### src/rtl/bus_arb.sv
// Two-master bus arbiter in front of busctl: registered request/grant with a burst limit.
// Define BUS_ARB_RR_EN for round-robin tie-break in IDLE; otherwise master 1 wins ties.
module bus_arb #(
   parameter int ADDR_W    = 17,
   parameter int DATA_W    = 8,
   parameter int MAX_BURST = 16
) (
   input  logic              clk,
   input  logic              reset,
   input  logic              m0_req,
   input  logic              m1_req,
   output logic              m0_gnt,
   output logic              m1_gnt,
   input  logic [ADDR_W-1:0] m0_addr,
   input  logic [ADDR_W-1:0] m1_addr,
   input  logic              m0_we,
   input  logic              m1_we,
   input  logic [DATA_W-1:0] m0_wdata,
   input  logic [DATA_W-1:0] m1_wdata,
   output logic [DATA_W-1:0] m0_rdata,
   output logic [DATA_W-1:0] m1_rdata,
   output logic [ADDR_W-1:0] bus_addr,
   output logic              bus_we,
   output logic [DATA_W-1:0] bus_wdata,
   input  logic [DATA_W-1:0] bus_rdata,
   output logic              bus_busy
);

   typedef enum logic [1:0] {
      IDLE = 2'd0,
      OWN0 = 2'd1,
      OWN1 = 2'd2
   } state_t;

   localparam logic [7:0] CNT_MAX = 8'(MAX_BURST - 1);

   state_t     state_r;
   state_t     state_s;
   logic [7:0] cnt_r;
   logic [7:0] cnt_s;
   logic       last_r;
   logic       last_s;
   logic       m0_gnt_r;
   logic       m1_gnt_r;
   logic       expired_s;
   logic       tie_m1_s;

   assign expired_s = (cnt_r == CNT_MAX);

`ifdef BUS_ARB_RR_EN
   assign tie_m1_s = ~last_r;
`else
   assign tie_m1_s = 1'b1;
`endif

   // State, burst counter, priority pointer and grant registers
   always_ff @(posedge clk or negedge reset) begin
      if (!reset) begin
         state_r  <= IDLE;
         cnt_r    <= 8'd0;
         last_r   <= 1'b1;
         m0_gnt_r <= 1'b0;
         m1_gnt_r <= 1'b0;
      end else begin
         state_r  <= state_s;
         cnt_r    <= cnt_s;
         last_r   <= last_s;
         m0_gnt_r <= (state_s == OWN0);
         m1_gnt_r <= (state_s == OWN1);
      end
   end

   // Next owner: release, expiry handoff and IDLE tie-break
   always_comb begin
      state_s = state_r;
      case (state_r)
         IDLE: begin
            if (m0_req && m1_req) begin
               state_s = tie_m1_s ? OWN1 : OWN0;
            end else if (m0_req) begin
               state_s = OWN0;
            end else if (m1_req) begin
               state_s = OWN1;
            end else begin
               state_s = IDLE;
            end
         end
         OWN0: begin
            if (!m0_req) begin
               state_s = m1_req ? OWN1 : IDLE;
            end else if (expired_s && m1_req) begin
               state_s = OWN1;
            end else begin
               state_s = OWN0;
            end
         end
         OWN1: begin
            if (!m1_req) begin
               state_s = m0_req ? OWN0 : IDLE;
            end else if (expired_s && m0_req) begin
               state_s = OWN0;
            end else begin
               state_s = OWN1;
            end
         end
         default: state_s = IDLE;
      endcase
   end

   // Counter restarts on any ownership change and saturates while the owner keeps the bus
   always_comb begin
      cnt_s  = cnt_r;
      last_s = last_r;
      if (state_s != state_r) begin
         cnt_s = 8'd0;
         if (state_s == OWN0) begin
            last_s = 1'b0;
         end else if (state_s == OWN1) begin
            last_s = 1'b1;
         end else begin
            last_s = last_r;
         end
      end else if ((state_r != IDLE) && !expired_s) begin
         cnt_s = cnt_r + 8'd1;
      end else begin
         cnt_s = cnt_r;
      end
   end

   // Bus mux follows the registered owner so async reset idles it immediately
   always_comb begin
      bus_addr  = {ADDR_W{1'b0}};
      bus_we    = 1'b0;
      bus_wdata = {DATA_W{1'b0}};
      case (state_r)
         OWN0: begin
            bus_addr  = m0_addr;
            bus_we    = m0_we;
            bus_wdata = m0_wdata;
         end
         OWN1: begin
            bus_addr  = m1_addr;
            bus_we    = m1_we;
            bus_wdata = m1_wdata;
         end
         default: begin
            bus_addr  = {ADDR_W{1'b0}};
            bus_we    = 1'b0;
            bus_wdata = {DATA_W{1'b0}};
         end
      endcase
   end

   assign m0_gnt   = m0_gnt_r;
   assign m1_gnt   = m1_gnt_r;
   assign bus_busy = m0_gnt_r | m1_gnt_r;
   assign m0_rdata = bus_rdata;
   assign m1_rdata = bus_rdata;

endmodule
### config.mk
export PLATFORM = sky130hd
export DESIGN_NAME = bus_arb
export DESIGN_NICKNAME = d
export VERILOG_FILES = /design/src/rtl/bus_arb.sv
export SDC_FILE = /design/constraint.sdc
export NUM_CORES = 1
export LEC_CHECK = 0
export CORE_ASPECT_RATIO = 0.5
export CORE_MARGIN = 1.5
export CORE_UTILIZATION = 32
export DETAILED_ROUTE_END_ITERATION = 6
export PLACE_DENSITY = 0.79
export REMOVE_ABC_BUFFERS = 1
export SLEW_MARGIN = 20
export SYNTH_ARGS = -nofsm -noshare
export SYNTH_HDL_FRONTEND = slang
export SYNTH_SLANG_ARGS = --single-unit
### constraint.sdc
create_clock -name clk -period 2.8 [get_ports clk]
set_input_delay 0.56 -clock clk [delete_from_list [all_inputs] [get_ports clk]]
set_output_delay 0.56 -clock clk [all_outputs]
set_load 0.02 [all_outputs]
; Word level (Yosys, flattened, before mapping)
; Index checks and enable logic that the tools add are counted.
[word_totals]
regBits = 12
word_cells = 34
output_inout_bits = 45
[op_classes]
addsub = 1
n_reduce_logical = 8
bitwise_logic = 1
n_eq_ne = 6
muxes = 14
[ops]
columns = cell, count
row1 = $pmux 17 s2, 1
row2 = $mux 8, 2
row3 = $pmux 8 s2, 1
row4 = $mux 2, 7
row5 = $add 8x1->8 const B, 1
row6 = $eq 8x4->1 const B, 1
row7 = $pmux 2 s3, 1
row8 = $eq 2x1->1 const B, 2
row9 = $eq 2x2->1 const B, 2
row10 = $logic_and 1x1->1, 4
row11 = $reduce_bool 2->1, 2
row12 = $logic_not 2->1, 1
row13 = $ne 2x2->1, 1
row14 = $pmux 1 s2, 1
row15 = $logic_not 1->1, 1
row16 = $mux 1, 1
row17 = $or 1x1->1, 1

; Longest topological paths before layout
[depth]
word_depth = 7
ltp_mapped = 9
depth_no_buf = 7

; Least setup slack after synthesis
; No wires, ideal clock.
[synth_path]
kind = register to output
startpoint = register state_r[0]
endpoint = output port bus_addr[10]
n_path_buf = 2
path_slack_ns = 0.499
arrival_time_ns = 1.741
stages_incl_launch_ff = 7
cell_sequence = dfrtp_1 > inv_1 > ha_1 > clkbuf_1 > clkbuf_1 > a22oi_1 > nor2b_1
[synth_between]
elab_chain_cells = 2
[synth_lines]
columns = item, line_no
row1 = from (decl), 37  ; state_t state_r;
row2 = from (signal assigned), 65  ; state_r <= state_s;
row3 = $eq 2x2->1 or $eq 2x1->1 (tied branches), 135  ; case (state_r)
row4 = $pmux 17 s2 *, 135
row5 = to (decl), 22  ; output logic [ADDR_W-1:0] bus_addr,
; Mark *: on every way between the ends. The rest lies on a longest branch, timed or not.

; Final worst setup path
[layout_path]
startpoint = register state_r[0]
endpoint = output port bus_addr[3]
; Same word-level chain as after synthesis.

==> key figures <==
Outcome
  • Status: finished clean

Clock network
  • CTS tree: built
  • Clk root buf: clkbuf_8
  • Htree depth: 1
  • Worst skew pair latency: 0.24 ns
  • Clk buf depth: 2
  • Worst-path clk slew: 0.05 ns
  • Sink Count: 12
  • TritonCTS buffer count: 3

Cells and area
  • Util after Layout: 59.1%
  • Layout area overhead: 68.6%
  • Share of post-route cells with drive strength above 1: 7.17%
  • Design area: 0.00213 mm²
  • Diodes inserted: 0
  • Area of the multi-input gates: 801 µm²
  • Storage cell area: 302 µm²
  • Nets: 293
  • Layout fillers: 328

STA
  • Fin crit share: 96.9%
  • Hold Vio Cnt, Final: 0
  • Setup violators final: 0
  • Final Max Slew Viols: 0
  • Worst relative slew slack: 50.3%
  • Slew @ Worst Pin: 0.736 ns
  • Achievable Freq: 368 MHz
  • Setup TNS: 0 ns
  • Fin crit period: 2.71 ns
  • Clock Skews: 0.00353 ns
  • RSZ-0062 raised after global routing: no

Synth
  • Post-Synthesis Cells: 156
  • Post-synth top cells: 27 x nor2b_1, 26 x a22oi_1, 16 x buf_4
  • Netlist cell types: 37
  • Async set or reset register ratio after synthesis: 100%
  • Top FF cell, synth: dfrtp_1
  • Count leader, synth: nor2b_1
  • Yosys top cell area share: 23.8%
  • Number of synthesized flops with an enable pin: 0
  • Average cell area after synthesis: 8.09 µm²
  • Main area contributors after synthesis: dfrtp_1 24%, a22oi_1 15%, nor2b_1 13%
  • Sequential cell area fraction in the yosys report: 23.8%
  • Synthesis-stage register bit count: 12
  • Cell Area, Synth: 0.00126 mm²
  • Synth area leader: dfrtp_1
  • Ys Warns: 0

Drt
  • Detailed Routing Iterations Pass 1: 4
  • DRC viols: 0
  • Initial DRC count: 29
  • WL final: 4240 µm
  • DRT antenna net count: 0
  • Routed wire per std cell: 15.5 µm
  • Via density: 5.23
  • Via count: 1434

Place
  • Port-buffer cells: 84
  • Final GP Congestion: 0.929
  • Hpwl dp: 3210 µm
  • Area post-placement: 0.00207 mm²

Power and ir drop
  • PD cells: 647 mW/mm²
  • Leak: 0.768 nW
  • Worst vdd ir: 0.403 mV

Die
  • I/O pin count: 109
  • # rows: 15
  • Die ar.: 0.00435 mm²
  • Chip width: 91.8 µm
  • Die Ht: 47.4 µm
  • Core Area: 0.00360 mm²
  • Initial cell density of the core: 35.0%

Global route
  • Pin count of the biggest net entering global routing: 27
  • Total gr overflow: 0
  • First-pass GRT wire length: 6240 µm
  • Vias in the first global route: 1272
  • Initial antenna violation count: 0
  • Gr usage total: 18.3%

Setup path
  • CP max FO: 26
  • Setup crit end kind: output pin
  • CP Data Required Time: 2.24 ns
  • Worst EP arrival: 2.15 ns
  • Worst Path Class, Setup: reg2out
  • CP Launch Type: flop

Worst hold path
  • Worst min-delay path category: reg2reg

Flow run
  • MaxCap Viol Count: 0
## where the power goes
group / leakage [nW] / internal, W / switching, W
combinational: 0.577 / 0.000482 / 0.000485
sequential: 0.162 / 0.000199 / 0.0000257
clock: 0.0288 / 0.000124 / 0.0000607
## critical path, stage by stage, from the launching register on
cell,delay [ns]
dfrtp_2,0.46
inv_1,0.10
ha_2,0.26
buf_12,0.19
a22oi_1,0.11
nor2b_1,0.16
clkdlybuf4s50_1,0.64
## per-stage QoR
stage                     total power (W)  setup slack (ns)  hold WS, ns  std cells
final                             0.00138            0.0859        0.591        274
after global routing              0.00147            0.0129        0.635        274
after CTS                         0.00138            0.0336        0.590        274
after detailed placement          0.00119             0.138        0.575        270
after global placement            0.00117             0.271        0.578        270
after floorplan                  0.000760             0.340        0.264        131
## layout by cell type, fill, tap and decap left out, types with 3 or more instances in the layout
cell and instances:
nor2b_1 27, a22oi_1 26, nor4_1 4, clkdlybuf4s50_1 84, nand3_1 5, clkbuf_8 4
nor2_1 3, a21oi_1 10, inv_1 3, ha_1 3, dfrtp_1 11, nand2_1 7
## state kept, by name, summed over array words and instances, names as in the netlist
register	count
cnt_r	8
m0_gnt	1
m1_gnt	1
state_r	2
## cells by family after synthesis
family / share of synthesized area [%]
adders and majority gates: 4.96
and+or+nand+nor: 29.0
DFF: 23.8
muxes: 0.892
xor gates and xnor gates: 2.08
AOI/OAI and AO/OA: 26.1
buffers and inverters: 13.2
## routing by layer
layer	track usage, %	part of all wire (%)	up-vias
li1	-	-	694
met1	20.2	41	659
met2	35.5	50	75
met3	6.03	8.2	6
met4	5.54	0.99	0
met5	0	0	-
## area by class of cell
cell class                      count  area share [%]
Clock buffer                        4            2.59
Inverter                            3           0.529
Multi-Input combinational cell    116            37.6
Sequential cell                    12            14.2
Tap cell                           51            3.00
Timing Repair Buffer               88            42.1
## timing repair
item | 4_1_cts | 5_1_grt
setup buffers | 0 | 0
resized for setup | 0 | 3
hold buffers | 0 | 0
setup endpoints to repair | 0 | 26
## final timing paths
| path | start | to | slack, ns | depth (start not counted) |
|---|---|---|---|---|
| max | state_r[0]$_DFF_PN0_ | bus_addr[3] | 0.09 | 6 |
| min | cnt_r[0]$_DFFE_PN0P_ | cnt_r[0]$_DFFE_PN0P_ | 0.59 | 3 |
| max reg2reg | cnt_r[0]$_DFFE_PN0P_ | cnt_r[1]$_DFFE_PN0P_ | 0.36 | 6 |
| min reg2reg | cnt_r[0]$_DFFE_PN0P_ | cnt_r[0]$_DFFE_PN0P_ | 0.59 | 3 |
| max in group asynchronous | reset | state_r[0]$_DFF_PN0_ | 1.72 | 1 |
| min in group asynchronous | reset | cnt_r[4]$_DFFE_PN0P_ | 0.68 | 1 |
(Power assumes the default switching activity.)
